===== config.mk =====
export PLATFORM = sky130hd
export DESIGN_NAME = pll_reset_seq
export DESIGN_NICKNAME = d
export VERILOG_FILES = /design/src/rtl/pll_reset_seq.sv
export SDC_FILE = /design/constraint.sdc
export NUM_CORES = 1
export LEC_CHECK = 0
export ABC_AREA = 1
export CORE_MARGIN = 2
export CORE_UTILIZATION = 53
export CTS_CLUSTER_SIZE = 28
export DETAILED_ROUTE_END_ITERATION = 6
export GPL_ROUTABILITY_DRIVEN = 0
export PLACE_DENSITY_LB_ADDON = 0.2
export SLEW_MARGIN = 20
export SYNTH_ARGS = -nofsm -noshare
export SYNTH_HDL_FRONTEND = slang
export SYNTH_SLANG_ARGS = --single-unit

===== constraint.sdc =====
create_clock -name clk -period 3.5 [get_ports clk]
set_input_delay 0.7 -clock clk [delete_from_list [all_inputs] [get_ports clk]]
set_output_delay 0.7 -clock clk [all_outputs]
set_load 0.05 [all_outputs]

===== src/rtl/pll_reset_seq.sv =====
// PLL lock monitor and system reset sequencer.
// Qualifies a synchronized lock, holds reset, then tracks losses/timeouts.
module pll_reset_seq #(
  parameter int SYNC_STAGES        = 2,
  parameter int LOCK_STABLE_CYCLES = 64,
  parameter int RESET_HOLD_CYCLES  = 16,
  parameter int TIMEOUT_CYCLES     = 4096,
  parameter int LOSS_CNT_WIDTH     = 8
) (
  input  logic                      clk,
  input  logic                      rst_n,
  input  logic                      locked,
  input  logic                      clear,
  output logic                      sys_rst_n,
  output logic                      ready,
  output logic                      lock_lost,
  output logic [LOSS_CNT_WIDTH-1:0] loss_count,
  output logic                      timeout,
  output logic [1:0]                state
);

  typedef enum logic [1:0] {
    WAIT_LOCK = 2'd0,
    STABLE    = 2'd1,
    HOLD      = 2'd2,
    RUN       = 2'd3
  } state_t;

  localparam int MAX_SH =
    (LOCK_STABLE_CYCLES > RESET_HOLD_CYCLES) ?
    LOCK_STABLE_CYCLES : RESET_HOLD_CYCLES;
  localparam int CNT_MAX =
    (TIMEOUT_CYCLES > MAX_SH) ? TIMEOUT_CYCLES : MAX_SH;
  localparam int CNT_W = $clog2(CNT_MAX + 1);

  typedef logic [CNT_W-1:0] cnt_t;
  typedef logic [LOSS_CNT_WIDTH-1:0] loss_t;

  localparam cnt_t TO_LAST = cnt_t'(TIMEOUT_CYCLES - 1);
  localparam cnt_t TO_MAX  = cnt_t'(TIMEOUT_CYCLES);
  localparam cnt_t ST_LAST = cnt_t'(LOCK_STABLE_CYCLES - 1);
  localparam cnt_t HD_LAST = cnt_t'(RESET_HOLD_CYCLES - 1);
  localparam cnt_t CNT_ONE = cnt_t'(1);
  localparam loss_t LOSS_ONE = loss_t'(1);

  logic [SYNC_STAGES-1:0] sync_q;
  logic                   locked_s;

  state_t state_q;
  state_t state_d;
  cnt_t   cnt_q;
  cnt_t   cnt_d;

  logic  sys_rst_n_q;
  logic  sys_rst_n_d;
  logic  lost_q;
  logic  lost_d;
  loss_t loss_q;
  loss_t loss_d;
  logic  tmo_q;
  logic  tmo_d;
  logic  tmo_set;

  // Only this chain ever looks at the raw lock input.
  always_ff @(posedge clk or negedge rst_n) begin
    if (!rst_n) begin
      sync_q <= '0;
    end else begin
      sync_q <= {sync_q[SYNC_STAGES-2:0], locked};
    end
  end

  assign locked_s = sync_q[SYNC_STAGES-1];

  always_ff @(posedge clk or negedge rst_n) begin
    if (!rst_n) begin
      state_q <= WAIT_LOCK;
      cnt_q   <= '0;
    end else begin
      state_q <= state_d;
      cnt_q   <= cnt_d;
    end
  end

  always_comb begin
    state_d = state_q;
    unique case (state_q)
      WAIT_LOCK: begin
        if (locked_s) state_d = STABLE;
      end
      STABLE: begin
        if (!locked_s)
          state_d = WAIT_LOCK;
        else if (cnt_q == ST_LAST)
          state_d = HOLD;
      end
      HOLD: begin
        if (!locked_s)
          state_d = WAIT_LOCK;
        else if (cnt_q == HD_LAST)
          state_d = RUN;
      end
      RUN: begin
        if (!locked_s) state_d = WAIT_LOCK;
      end
      default: state_d = WAIT_LOCK;
    endcase
  end

  // Shared counter: restarts on any state change.
  always_comb begin
    cnt_d = cnt_q;
    if (state_d != state_q) begin
      cnt_d = '0;
    end else if (state_q == WAIT_LOCK) begin
      if (cnt_q != TO_MAX) cnt_d = cnt_q + CNT_ONE;
    end else if (state_q != RUN) begin
      cnt_d = cnt_q + CNT_ONE;
    end
  end

  always_comb begin
    sys_rst_n_d = (state_d == RUN);
    lost_d      = (state_q == RUN) && !locked_s;
    tmo_set     = (state_q == WAIT_LOCK) &&
                  (cnt_q == TO_LAST);
    tmo_d       = tmo_set | (tmo_q & ~clear);
    loss_d      = loss_q;
    if (clear) begin
      loss_d = lost_d ? LOSS_ONE : '0;
    end else if (lost_d && !(&loss_q)) begin
      loss_d = loss_q + LOSS_ONE;
    end
  end

  always_ff @(posedge clk or negedge rst_n) begin
    if (!rst_n) begin
      sys_rst_n_q <= 1'b0;
      lost_q      <= 1'b0;
      loss_q      <= '0;
      tmo_q       <= 1'b0;
    end else begin
      sys_rst_n_q <= sys_rst_n_d;
      lost_q      <= lost_d;
      loss_q      <= loss_d;
      tmo_q       <= tmo_d;
    end
  end

  assign sys_rst_n  = sys_rst_n_q;
  assign ready      = sys_rst_n_q;
  assign lock_lost  = lost_q;
  assign loss_count = loss_q;
  assign timeout    = tmo_q;
  assign state      = state_q;

endmodule


# After elaboration in Yosys (flattened, before gate mapping)
# Cells that the tools add are included.
totals:
  register_bits: 28
  latchBits: 0
  ramBits: 0
  mem_bits_ro: 0
  in_bits: 4
  output_inout_bits: 14
  memories: 0
classes:
  add_sub_neg: 2
  mul: 0
  div_mod_pow: 0
  n_lt_le_gt_ge: 0
  eq_ne: 11
  n_shift: 0
  muxes: 14
  bitwise: 3
  n_reduce_logical: 10
op_table:
  columns: ["op", "n"]
  rows:
  - ["$mux W13", 4]
  - ["$mux W8", 2]
  - ["$add A13 B1 Y13 const B", 1]
  - ["$eq A13 B12 Y1 const B", 1]
  - ["$eq A13 B4 Y1 const B", 1]
  - ["$eq A13 B6 Y1 const B", 1]
  - ["$ne A13 B13 Y1 const B", 1]
  - ["$mux W2", 6]
  - ["$add A8 B1 Y8 const B", 1]
  - ["$pmux W2 S4", 1]
  - ["$reduce_and A8 Y1", 1]
  - ["$eq A2 B2 Y1 const B", 3]
  - ["$logic_and A1 B1 Y1", 3]
  - ["$ne A3 B2 Y1 const B", 1]
  - ["$reduce_bool A3 Y1", 1]
  - ["$eq A2 B1 Y1 const B", 1]
  - ["$logic_not A1 Y1", 2]
  - ["$logic_not A2 Y1", 1]
  - ["$ne A2 B2 Y1", 1]
  - ["$ne A2 B2 Y1 const B", 1]
  - ["$reduce_and A2 Y1", 1]
  - ["$reduce_bool A2 Y1", 1]
  - ["$and A1 B1 Y1", 1]
  - ["$mux W1", 1]
  - ["2 further kinds", 2]

# Longest topological paths before layout
# Gate-level depths: netlist of the first run.
logic_depth:
  ltp_word: 7
  depth_mapped: 12
  ltp_nobuf: 12

# Worst setup path after synthesis of the first run
# OpenSTA, ideal clock, no wires.
synth_timing:
  path_type: "reg-to-reg"
  from: "register loss_q[0], in the netlist loss_count[0]"
  to: "register loss_q[2], in the netlist loss_count[2]"
  setup_ns: 0.125
  arrival_time_ns: 1.794
  t_required_ns: 3.375
  setup_slack_ns: 1.582
  path_stages_with_launch: 9
  n_path_buf: 0
  path_cell_list: "dfrtp_1 ha_1 nand3_1 nor2_1 nand2_1 o21ai_4 inv_2 a21oi_1 nor3_2"
synth_between:
  elab_chain_cells: 4
  word_cells_on_any_way: 7
  cone_classes: "add/sub: 1; mux: 2; reduce/logical: 4"
synth_lines:
  columns: ["item", "line_no", "source"]
  rows:
  - ["from (decl)", "58", "loss_t loss_q;"]
  - ["from (signal assigned)", "145", "loss_q <= loss_d;"]
  - ["parallel branches: the longest is 4 deep, another holds $add A8 B1 Y8", null, null]
# Parallel ways; which one is timed is not known. The select of a mux whose other input is x is not followed.
# A chain may end at the register's enable or synchronous reset.

# Final worst setup path of the first run
layout_timing:
  from: "register state_q[1], in the netlist state[1]"
  to: "output port state[1]"
layout_rtl:
  columns: ["item", "line_no", "source"]
  rows:
  - ["from (decl)", "49", "state_t state_q;"]
  - ["from (signal assigned)", "80", "state_q <= state_d;"]
  - ["to (decl)", "19", "output logic [1:0] state"]
# No word-level cell between the ends.

==> reports/summary.txt, run 1 <==
status - complete, no violations
max frequency - 424.6 MHz
slowest CP cell - clkdlybuf4s50_1
Initial Utilization - 0.5541
Tcrit/Tclk final - 0.6729
final setup margin - 1.145 ns
# IOs - 18
# H-tree levels - 1
measured slew at the worst slew-check pin - 0.4976 ns
maximum fanout along the worst path - 6
Worst path top cell family by delay - buffers and inverters
Cell variety after synth - 31
Final ANT Viol Nets - 0
first-pass GRT wire length - 5858 um
worst path required time - 2.80 ns
FILL cells - 289
critical path, cell by cell - clkdlybuf4s50_1
Die ar. - 3660 um^2
n_diodes - 0
routed vias/inst - 5.231
storage element area - 700.7 um^2
CTS root buffer - clkbuf_4
dominant cell by count in the synthesized netlist - nand2_1
area of the multi-input gates - 838.3 um^2
num rows - 20
Synth area leaders - dfrtp_1 41%, nand2_1 7.3%, inv_1 5.8%
Largest stage delay, worst path - 0.84 ns
wire per inst - 12.36 um
Post-CTS Setup Bufs - 0
Clock Skew - 0.004804 ns
CP Launch Type - register
PD cells - 331.3 nW/um^2
final hold vios - 0
Worst slew margin - 0.6673
Cell Area, Placed - 1892 um^2
clock power share - 0.260
synthesized area - 1692 um^2
vias in the first global route - 1346
Logic pwr share - 0.178
clk_lat worst skew - 0.34 ns
DRC - 0
# nets final - 232
dominant synthesized flop cell - dfrtp_1
Syn Area/Cell - 8.252 um^2
Worst VDD drop - 0.0002260 V
cell count after synthesis - 205
sequential-to-total area share from yosys stat - 0.4142
GRT Total Usage - 0.2122
Layout area overhead - 13.98%
Flop pwr share - 0.563
number of synthesized flops with an enable pin - 0
post-DP HPWL - 2584 um
Final Setup Violations - 0
grt ovf - 0
post-synthesis register bit count - 28
Final Slew Violations - 0
Final Core Density - 0.6316
setup TNS - 0 ns
initial antenna violation count - 0
Worst Path Buf+Inv - 1
# clock sinks - 28
Die Y - 60.50 um
Mapped Nets - 212
worst setup path class - reg -> out
P_sw - 195.8 uW
Max Cap Violations - 0
largest net degree at the start of global routing - 29
drt total wl - 3313 um
Design Area, Final - 1928 um^2
Post-CTS Hold Buffers - 0
synth cell count leaders - 33 x nand2_1, 28 x dfrtp_1, 26 x inv_1
Final min period - 2.355 ns
Clock Path Buffers - 2
TritonCTS clock tree - done
die width - 60.50 um
Int Power - 443.0 uW
share of cells above drive strength 1 - 0.2098
Synth top area share - 0.4142
Hold WC Path Type - reg -> reg
PostCTS Resize Cnt - 0
Synthesis Warnings - 0
CTS clk-pin slew, worst paths - 0.16 ns
RSZ-0062 raised after global routing - false
Yosys top cell by area - dfrtp_1
ys async rst share - 1.000
IO buf count - 17
cts bufs inserted - 3
Iter 0 DRT Violations - 156
Core Area - 3053 um^2
setup slack at placement - 1.538 ns
WP data arrival - 1.65 ns
Pre-antenna DRT Iters - 5
Sw Share - 0.3066
via count - 1402
Pwr Total - 638.8 uW
crit end category - output pin
P_leak - 0.8173 nW
[sequential cells by signal, indices dropped and copies added (netlist names)]
| signal | flops |
|---|---|
| lock_lost | 1 |
| state | 2 |
| loss_count | 8 |
| timeout | 1 |
| ready | 1 |
| cnt_q | 13 |
| sync_q | 2 |
[kinds of logic (layout without fill, tap and decap cells)]
logic type               Yosys count  after routing  synth area share
AND/OR/NAND/NOR                  110            110            0.3558
buffers and inverters             35             54           0.09023
flip-flops                        28             28            0.4142
AO/OA/AOI/OAI                     23             23           0.08654
XOR/XNOR                           6              6           0.03106
adder cells (fa/ha/maj)            3              3           0.02219
[power by group through the flow]
stage                     sequential [mW]  combinational (mW)  clock, mW
final                               0.359               0.114      0.166
after global routing                0.362               0.129      0.177
after CTS                           0.359               0.115      0.170
after detailed placement            0.365               0.114          0
after global placement              0.363               0.111          0
after floorplan                     0.371              0.0797          0
[metal layers]
layer | vias to the layer above | part of all wire | GRT usage
li1 | 688 | - | -
met1 | 664 | 0.47 | 0.3049
met2 | 41 | 0.46 | 0.3230
met3 | 9 | 0.044 | 0.02559
met4 | 0 | 0.019 | 0.09627
met5 | - | 0 | 0
[metrics by stage]
step / hold WS [ns] / std cells
2_1_floorplan: 0.3312 / 205
3_3_place_gp: 0.3634 / 264
6_report: 0.4049 / 268
4_1_cts: 0.3960 / 268
3_5_place_dp: 0.3615 / 264
5_1_grt: 0.4075 / 268
[layout make-up]
class                   count  area share
inverters                  32     0.06230
flip-flops and latches     28      0.3634
well taps                  44     0.02855
repair buffers             18     0.09215
multi-input cells         142      0.4348
clock buffers               4     0.01882
[cell usage in the layout, fill, tap and decap left out]
cell             netlist  final
nand3_2                4      4
o21ai_0                5      5
clkdlybuf4s50_1        0     17
nand3_4                1      1
or2_0                  1      1
clkbuf_8               0      1
nor2_1                16     16
buf_4                  1      1
clkbuf_4               0      3
a31oi_1                1      1
nand2_4                4      4
a21oi_1                4      4
a21oi_2                3      3
dfrtp_1               28     28
inv_2                  5      5
nand2_2                6      6
ha_1                   3      3
nand4_1                5      5
xor2_1                 5      5
nor2_4                 2      2
nor3_1                 8      8
o21ai_4                1      1
nor2_2                13     13
clkinv_1               1      1
and2_1                 1      1
xnor2_1                1      1
nand2_1               33     33
nor3_2                 2      2
nand3_1               14     14
inv_1                 26     26
o21ai_1                8      8
o211ai_2               1      1
[worst paths after layout]
check / startpoint / end / slack [ns] / cells past startpoint
max in group asynchronous: rst_n / loss_count[2]$_DFFE_PN0P_ / 2.52 / 2
worst min-delay path: sync_q[0]$_DFF_PN0_ / sync_q[1]$_DFF_PN0_ / 0.40 / 0
worst max register to register: loss_count[0]$_DFFE_PN0P_ / loss_count[2]$_DFFE_PN0P_ / 1.68 / 8
worst max-delay path: state[1]$_DFF_PN0_ / state[1] / 1.15 / 1
min in group asynchronous: rst_n / loss_count[5]$_DFFE_PN0P_ / 0.71 / 2
worst min register to register: sync_q[0]$_DFF_PN0_ / sync_q[1]$_DFF_PN0_ / 0.40 / 0
Power figures use the tool's default switching activity.
==> inputs of run 2 (changes only) <==
--- a/config.mk
+++ b/config.mk
@@ -7,7 +7,7 @@
 export LEC_CHECK = 0
 export ABC_AREA = 1
 export CORE_MARGIN = 2
-export CORE_UTILIZATION = 53
+export CORE_UTILIZATION = 50
 export CTS_CLUSTER_SIZE = 28
 export DETAILED_ROUTE_END_ITERATION = 6
 export GPL_ROUTABILITY_DRIVEN = 0
==> constraint.sdc (replaced) <==
create_clock -name clk -period 1.9 [get_ports clk]
set_input_delay 0.38 -clock clk [delete_from_list [all_inputs] [get_ports clk]]
set_output_delay 0.38 -clock clk [all_outputs]
set_load 0.05 [all_outputs]
==> reports/summary.txt, run 2 (synthesized netlist as in run 1, its figures left out) <==
Die Y - 62.17 um (was 60.50 um)
n_diodes - 0 (unchanged)
grt ovf - 0 (unchanged)
Clock Skew - 0.01575 ns (was 0.004804 ns)
setup TNS - 0 ns (unchanged)
CP Launch Type - register (unchanged)
worst path required time - 1.52 ns (was 2.80 ns)
setup slack at placement - 0.2117 ns (was 1.538 ns)
TritonCTS clock tree - done (unchanged)
Largest stage delay, worst path - 0.79 ns (was 0.84 ns)
Biggest register - cnt_q (unchanged)
slowest CP cell - clkdlybuf4s50_1 (unchanged)
Initial Utilization - 0.5150 (was 0.5541)
num rows - 21 (was 20)
Worst Path Buf+Inv - 1 (unchanged)
via count - 1366 (was 1402)
GRT Total Usage - 0.1925 (was 0.2122)
Final ANT Viol Nets - 0 (unchanged)
P_sw - 350.7 uW (was 195.8 uW)
largest net degree at the start of global routing - 29 (unchanged)
worst setup path class - reg -> out (unchanged)
Worst VDD drop - 0.0003658 V (was 0.0002260 V)
Clock Path Buffers - 2 (unchanged)
Flop pwr share - 0.571 (was 0.563)
Int Power - 813.4 uW (was 443.0 uW)
initial antenna violation count - 0 (unchanged)
Die ar. - 3864 um^2 (was 3660 um^2)
RSZ-0062 raised after global routing - false (unchanged)
Worst path top cell family by delay - buffers and inverters (unchanged)
# nets final - 234 (was 232)
routed vias/inst - 5.022 (was 5.231)
status - complete, no violations (unchanged)
max reg flops - 13 (unchanged)
Worst slew margin - 0.6644 (was 0.6673)
die width - 62.17 um (was 60.50 um)
Tcrit/Tclk final - 0.9757
Reg2Reg Setup Slack - 0.18 ns (was 1.68 ns)
clk_lat worst skew - 0.33 ns (was 0.34 ns)
P_leak - 0.8975 nW (was 0.8173 nW)
final setup margin - 0.04618 ns (was 1.145 ns)
RR Startpoint - loss_count[0]$_DFFE_PN0P_ (unchanged)
crit end category - output pin (unchanged)
hold path startpoint - sync_q[0]$_DFF_PN0_ (unchanged)
post-DP HPWL - 2581 um (was 2584 um)
Final min period - 1.854 ns
maximum fanout along the worst path - 1 (was 6)
critical path, cell by cell - clkdlybuf4s50_1 (unchanged)
cts bufs inserted - 3 (unchanged)
Final Setup Violations - 0 (unchanged)
Hold WC Path Type - reg -> reg (unchanged)
PD cells - 599.8 nW/um^2 (was 331.3 nW/um^2)
final hold vios - 0 (unchanged)
wire per inst - 11.97 um (was 12.36 um)
Worst Hold Path EP - sync_q[1]$_DFF_PN0_ (unchanged)
Reg-to-Reg End - loss_count[6]$_DFFE_PN0P_ (was loss_count[2]$_DFFE_PN0P_)
max frequency - 539.4 MHz
CTS clk-pin slew, worst paths - 0.16 ns (about the same)
# clock sinks - 28 (unchanged)
CTS root buffer - clkbuf_4 (unchanged)
first-pass GRT wire length - 6134 um (was 5858 um)
Iter 0 DRT Violations - 109 (was 156)
Sw Share - 0.3013 (was 0.3066)
Core Area - 3284 um^2 (was 3053 um^2)
worst hold stages - 0 (unchanged)
IO buf count - 17 (unchanged)
Reg2Reg Depth - 8 (unchanged)
# H-tree levels - 1 (unchanged)
WP data arrival - 1.47 ns (was 1.65 ns)
Max Cap Violations - 0 (unchanged)
Fin Hold WS - 0.3654 ns (was 0.4049 ns)
commonest non-fill, non-tap cell in the layout - nand2_1 (unchanged)
share of cells above drive strength 1 - 0.2566 (was 0.2098)
Pre-antenna DRT Iters - 7 (was 5)
# IOs - 18 (unchanged)
Post-CTS Hold Buffers - 0 (unchanged)
measured slew at the worst slew-check pin - 0.5026 ns (was 0.4976 ns)
DRC - 0 (unchanged)
most frequent cells in the layout - 33 x nand2_1, 27 x dfrtp_1, 26 x inv_1 (was 33 x nand2_1, 28 x dfrtp_1, 26 x inv_1)
vias in the first global route - 1410 (was 1346)
clock power share - 0.253 (was 0.260)
Logic pwr share - 0.176 (was 0.178)
drt total wl - 3257 um (was 3313 um)
Layout area overhead - 14.72% (was 13.98%)
Pwr Total - 1.164 mW (was 638.8 uW)
Final Slew Violations - 0 (unchanged)
==> run 2: cell types whose count changed in the layout (fill, tap and decap cells not counted), sizes merged <==
| cell | previous run | this run |
|---|---|---|
| dlygate4sd2 | 0 | 3 |
| dlymetal6s2s | 0 | 2 |
| clkdlybuf4s50 | 17 | 4 |
| buf | 1 | 11 |
==> run 2: worst max-delay path by stage <==
stage / end / from / depth (start not counted) / slack [ns]
3_3_place_gp: loss_count[2]$_DFFE_PN0P_ / loss_count[0]$_DFFE_PN0P_ / 8 / 0.24
6_report: lock_lost / lock_lost$_DFF_PN0_ / 1 / 0.05
5_1_grt: lock_lost / lock_lost$_DFF_PN0_ / 1 / 0.0002
2_1_floorplan: loss_count[2]$_DFFE_PN0P_ / loss_count[1]$_DFFE_PN0P_ / 8 / 0.02
3_5_place_dp: loss_count[2]$_DFFE_PN0P_ / loss_count[0]$_DFFE_PN0P_ / 8 / 0.21
4_1_cts: sys_rst_n / ready$_DFF_PN0_ / 1 / 0.002
==> run 2: cell type report <==
type | count | area [um^2]
clock buffer | 4 | 36.28
fill | 296 | 1344
inverter | 32 | 120.1
multi-input combinational | 142 | 838.3
sequential | 28 | 701.9
tap | 46 | 57.56
timing repair buffer | 20 | 186.4
==> run 2: stage by stage <==
stage	instance area, um^2	std cells	util
finish	1941	272	0.5909
global route	1941	272	0.5909
CTS	1908	270	0.5810
global placement	1876	266	0.5710
floorplan	1693	205	-
detailed placement	1876	266	0.5710
==> run 2: timing repair <==
action	CTS	global route
buffers inserted	0	2
pin swaps	0	1
resized for setup	3	2
endpoints found under the setup margin	3	3
==> run 2: metal layers <==
layer  part of all wire  GRT usage  routed length [um]  up-vias
met2               0.47     0.3247                1534       25
met5                  0          0                   0        -
met1               0.48     0.2573                1560      633
li1                   -          -                   -      701
met4              0.013    0.06111                  42        0
met3              0.036    0.02717                 118        7
==> run 2: worst reg2reg max path: stages (launching register included) <==
cell     delay [ns]
dfrtp_2        0.45
ha_1           0.21
nand3_1        0.14
nor2_1         0.14
nand2_1        0.11
o21ai_4        0.24
buf_12         0.14
o21ai_0        0.07
a21oi_1        0.14
==> run 2: power by group through the flow <==
stage / clock network (mW) / registers, mW / logic (mW)
6_report: 0.295 / 0.664 / 0.205
5_1_grt: 0.327 / 0.671 / 0.228
4_1_cts: 0.304 / 0.664 / 0.209
3_5_place_dp: 0 / 0.675 / 0.208
3_3_place_gp: 0 / 0.672 / 0.201
2_1_floorplan: 0 / 0.683 / 0.147
==> edit 1: new RTL, config.mk and constraints of run 2 <==
The parameter `TIMEOUT_CYCLES` goes from 4096 to 8192.
--- a/src/rtl/pll_reset_seq.sv
+++ b/src/rtl/pll_reset_seq.sv
@@ -5,5 +5,5 @@
   parameter int LOCK_STABLE_CYCLES = 64,
   parameter int RESET_HOLD_CYCLES  = 16,
-  parameter int TIMEOUT_CYCLES     = 4096,
+  parameter int TIMEOUT_CYCLES     = 8192,
   parameter int LOSS_CNT_WIDTH     = 8
 ) (
Behaviour: no difference found for any inputs over 10 cycles, from zero or initial values and one cycle with rst_n low; that may be too few to reach the edited logic, so the function may still have changed.
==> edit 1 against run 2 <==
Power grew 2.5%; global-route usage grew 0.58 points; design area grew 4.2%; combinational power shrank 9.8%; via count grew 10%; synthesized area grew 5.4%; first-iteration DRC count shrank 17%; worst setup slack gained 0.038 ns; clock skew shrank 0.0070 ns; sequential cell count grew 1; clock power grew 16%; routed wire length grew 7.0%; critical endpoint unchanged.
==> edit 1: results (changes against run 2) <==
** Timing
- The upper clock frequency limit came to 0.551 GHz (+2.1%).
- The worst clock skew came to 0.00870 ns (-0.00705 ns).
- The worst hold slack is 0.362 ns (-0.00321 ns).
- Tightest Pin Transition :: 0.507 ns (+0.00413 ns)

** Global route
- Met3 layer usage reported by global route :: 5.36% (+2.6 points)
- Global routing usage summed across all routing layers :: 19.8% (+0.58 points)
- The wire length of the first global-routing pass is 6230 um (+1.6%).
- The maximum number of pins on one net before global-route repair came to 30 (+3.4%).
- The via count of the first global-routing pass was 1395 (-1.1%).

** Place
- HPWL after detailed placement :: 2680 um (+3.8%)
- The number of placed instances with taps included is 299 (+12%).
- The total placed instance area was 0.00196 mm2 (+4.7%).

** Cells and area
- Number of inserted filler cells in the final layout :: 306 (+3.4%)
- Net count of the finished layout :: 267 (+14%)
- The number of flip-flops in the largest register came to 14 (+1).
- Multi-input gate area in the final layout :: 873 um2 (+4.2%)

** Critical path
- Endpoint arrival time on the critical path :: 1.44 ns (-0.03 ns)
- Launch point of the worst reg-to-reg path :: cnt_q[0]$_DFFE_PN0P_
- In this run the critical register-to-register path is captured at cnt_q[11]$_DFFE_PN0P_.
- The maximum fanout along the worst path was 1 (unchanged).
- Reg-to-reg slack, setup :: 0.21 ns (+0.03 ns)

** Yosys
- Area fraction in compound gates after synthesis :: 7.16% (-1.5 points)
- Cells taking the most area after synthesis :: sky130_fd_sc_hd__dfrtp_1, sky130_fd_sc_hd__nand2_1, sky130_fd_sc_hd__inv_1, sky130_fd_sc_hd__nand3_1, sky130_fd_sc_hd__nor2_1
- The post-synth net total was 245 (+16%).
- Fraction of synthesized area in multiplexers :: 0% (unchanged)
- The mean instance size in the synthesized netlist came to 7.49 um2 (-9.2%).
- Unique cell type count in the Yosys netlist :: 30 (-3.2%)
- The arithmetic-cell share of the synthesized area counting full adders, half adders and majority gates is 2.11% (-0.11 points).
- The proportion of synthesized chip area in sequential cells was 40.7% (-0.72 points).

** Min path
- The tightest min-delay check is of the register to register type.
- Worst hold path stage count :: 0 (unchanged)

** Detailed routing
- Routed vias :: 1505 (+10%)
- Routed metal-1 wirelength :: 1660 um (+6.2%)
- Avg WL per Cell :: 11.4 um (-5.2%)
- The overall routed net length was 3490 um (+7.0%).
- Wire length on met3 :: 150 um (+27%)
- The wire length on met2 is 1650 um (+7.3%).
- The DRC marker count from the first detailed-route iteration came to 90 (-17%).

** Clock tree
- Number of clock buffers inserted by TritonCTS :: 5 (+2)
- The H-tree depth reported by CTS was 2 (+1).

** Power and ir drop
- Leakage power total :: 1.04 nW (+16%)
- The peak ir drop on the vdd network was 460 uV (+26%).

** Outcome
- Run status :: finished, final reports clean
## edit 1: cell count changes in the layout (fill, tap and decap cells not counted), sizes merged, moves of 3 or more
| cell | run 2 | this run |
|---|---|---|
| nor2 | 31 | 38 |
| nor3 | 10 | 6 |
| dlygate4sd2 | 3 | 0 |
| a21oi | 7 | 2 |
| nand2 | 43 | 62 |
| nand3 | 19 | 27 |
| o21ai | 14 | 10 |
| inv | 31 | 41 |
## edit 1: area by class of cell
type / instances / share of cell area [%]
clock inverters: 2 / 0.495
multi-input cells: 165 / 43.2
well taps: 46 / 2.85
repair buffers: 18 / 7.92
inverters: 41 / 7.61
clock buffers: 6 / 2.04
flip-flops and latches: 29 / 35.9
## edit 1: repair_timing
item                       CTS  global route
gates resized for setup      0             3
setup endpoints to repair    0             3
hold buffers                 0             0
## edit 1: where the power goes
part | internal [mW] | switching [mW]
combinational | 0.0629 | 0.122
sequential | 0.642 | 0.0253
clock | 0.141 | 0.201
==> edit 2: new RTL, flow settings as in run 2 <==
Made on the original files. Register the output `timeout` once more, without a reset; this adds one clock of latency there. The other outputs are not delayed to match.
--- a/src/rtl/pll_reset_seq.sv
+++ b/src/rtl/pll_reset_seq.sv
@@ -152,5 +152,7 @@
   assign lock_lost  = lost_q;
   assign loss_count = loss_q;
-  assign timeout    = tmo_q;
+  always_ff @(posedge clk) begin
+    timeout <= tmo_q;
+  end
   assign state      = state_q;
 
Formal check against the unedited RTL: no difference found for any inputs over 10 cycles, from zero or initial values and one cycle with rst_n low; that may be too few to reach the edited logic, so the function may still have changed.
==> edit 2 against run 2 <==
Design area rose by 0.52%; routed wire length fell by 3.6%; sequential power rose by 3%; sequential share of layout area rose by 0.84 points; sequential cell count rose by 1; synthesized cell count rose by 0.49%; combinational power fell by 3%; global-route usage fell by 0.88 points; synthesized area rose by 1.2%; count of clock-buffer cells in the layout rose by 2; largest power group unchanged; power rose by 4.9%; worst setup slack improved by 0.017 ns; largest cell class unchanged.
==> edit 2: results (changes against run 2) <==
** Global route
- The maximum number of pins on one net before global-route repair was 29 (unchanged).
- The wire length of the first global-routing pass came to 5560 um (-9.3%).
- Number of global-route vias before repair :: 1216 (-14%)
- Global routing usage summed across all routing layers :: 18.4% (-0.88 points)

** Timing
- The worst-case headroom to the max-slew limit came to 66.5% (about the same).
- Clk_skew :: 0.00405 ns (-0.0117 ns)

** Clock tree
- The maximum root-to-sink buffer count is 2 (unchanged).
- Post-CTS clock slew at the launch and capture registers of the worst setup and hold paths :: 0.09 ns (-0.07 ns)
- The H-tree depth reported by CTS was 2 (+1).
- The buffer count from post-CTS setup fixing is 0 (unchanged).
- The TritonCTS buffer count was 5 (+2).

** Cells and area
- Number of inserted filler cells in the final layout :: 312 (+5.4%)
- Share of cells above drive strength 1 :: 25.3% (-0.34 points)
- The final layout net count came to 235 (+0.43%).

** Outcome
- Run status :: finished, final reports clean

** Critical path
- The worst register-to-register path ends at loss_count[5]$_DFFE_PN0P_.
- In this run the worst setup path begins at lock_lost$_DFF_PN0_.
- The number of cells on the worst reg-to-reg path came to 7 (-1).
- Largest fanout of any net on the critical path :: 1 (unchanged)
- The slack of the worst reg-to-reg path is 0.27 ns (+0.09 ns).

** Yosys
- The total number of yosys warnings is 0 (unchanged).
- The fraction of synthesis flops using an asynchronous set or reset pin was 96.6% (-3.4 points).
- Cells taking the most area after synthesis :: sky130_fd_sc_hd__dfrtp_1, sky130_fd_sc_hd__nand2_1, sky130_fd_sc_hd__inv_1, sky130_fd_sc_hd__nor2_2, sky130_fd_sc_hd__nand3_1
- Synthesized net count :: 213 (+0.47%)
- The unique cell type count in the Yosys netlist was 32 (+3.2%).

** Min path
- Worst Hold Endpoint :: sync_q[1]$_DFF_PN0_

** Place
- HPWL after detailed placement :: 2480 um (-3.8%)
- The total placed instance area came to 0.00190 mm2 (+1.2%).

** Detailed routing
- The average detailed-routed wire length per instance is 11.4 um (-4.6%).
- The mean number of vias per cell is 4.75 (-5.5%).
- The DRC marker count from the first detailed-route iteration was 60 (-45%).
- Length of the first detailed-routing pass in iterations :: 4 (-3)

** Power and ir drop
- The peak ir drop on the vdd network came to 423 uV (+16%).
- Leakage power total :: 0.900 nW (+0.24%)
- Cell Int Power :: 0.856 mW (+5.2%)
## edit 2: per-layer routing
metal,global-route usage [%],up-vias,part of all wire [%]
met2,24.7,20,40
met3,5.23,7,3.8
met5,0,-,0
li1,-,699,-
met1,27.6,579,55
met4,7.50,0,1.8
## edit 2: cells by family after synthesis
logic type      count (synthesis)  synth area share [%]
simple gates                  110                  35.2
flops                          29                  42.1
xor+xnor                        6                  3.07
buf+inv                        35                  8.92
compound gates                 23                  8.55
fa+ha+maj                       3                  2.19
## edit 2: layout make-up
class,instances,area share [%]
Clock buffer,6,2.12
Timing Repair Buffer,18,8.27
Sequential cell,29,37.0
Clock inverter,2,0.513
Tap cell,46,2.95
Inverter,32,6.16
Multi-Input combinational cell,142,43.0
## edit 2: through the flow
| step | std cells | power, mW | setup WS (ns) | util (%) | hold WS, ns |
|---|---|---|---|---|---|
| floorplan | 206 | 0.851 | 0.0239 | - | 0.0844 |
| global placement | 267 | 0.897 | 0.297 | 57.3 | 0.332 |
| detailed placement | 267 | 0.896 | 0.296 | 57.3 | 0.341 |
| CTS | 275 | 1.24 | 0.0351 | 58.8 | 0.367 |
| global route | 275 | 1.31 | 0.00688 | 58.9 | 0.372 |
| finish | 275 | 1.22 | 0.0632 | 58.9 | 0.360 |
## edit 2: what timing repair did
| item | 4_1_cts | 5_1_grt |
|---|---|---|
| endpoints found under the setup margin | 3 | 2 |
| cloned | 0 | 0 |
| resized for setup | 3 | 2 |
## edit 2: power by group through the flow
stage / registers [mW] / logic (mW) / clock network (mW)
2_1_floorplan: 0.704 / 0.147 / 0
3_3_place_gp: 0.694 / 0.202 / 0
3_5_place_dp: 0.694 / 0.202 / 0
4_1_cts: 0.682 / 0.203 / 0.359
5_1_grt: 0.689 / 0.227 / 0.390
6_report: 0.682 / 0.198 / 0.341
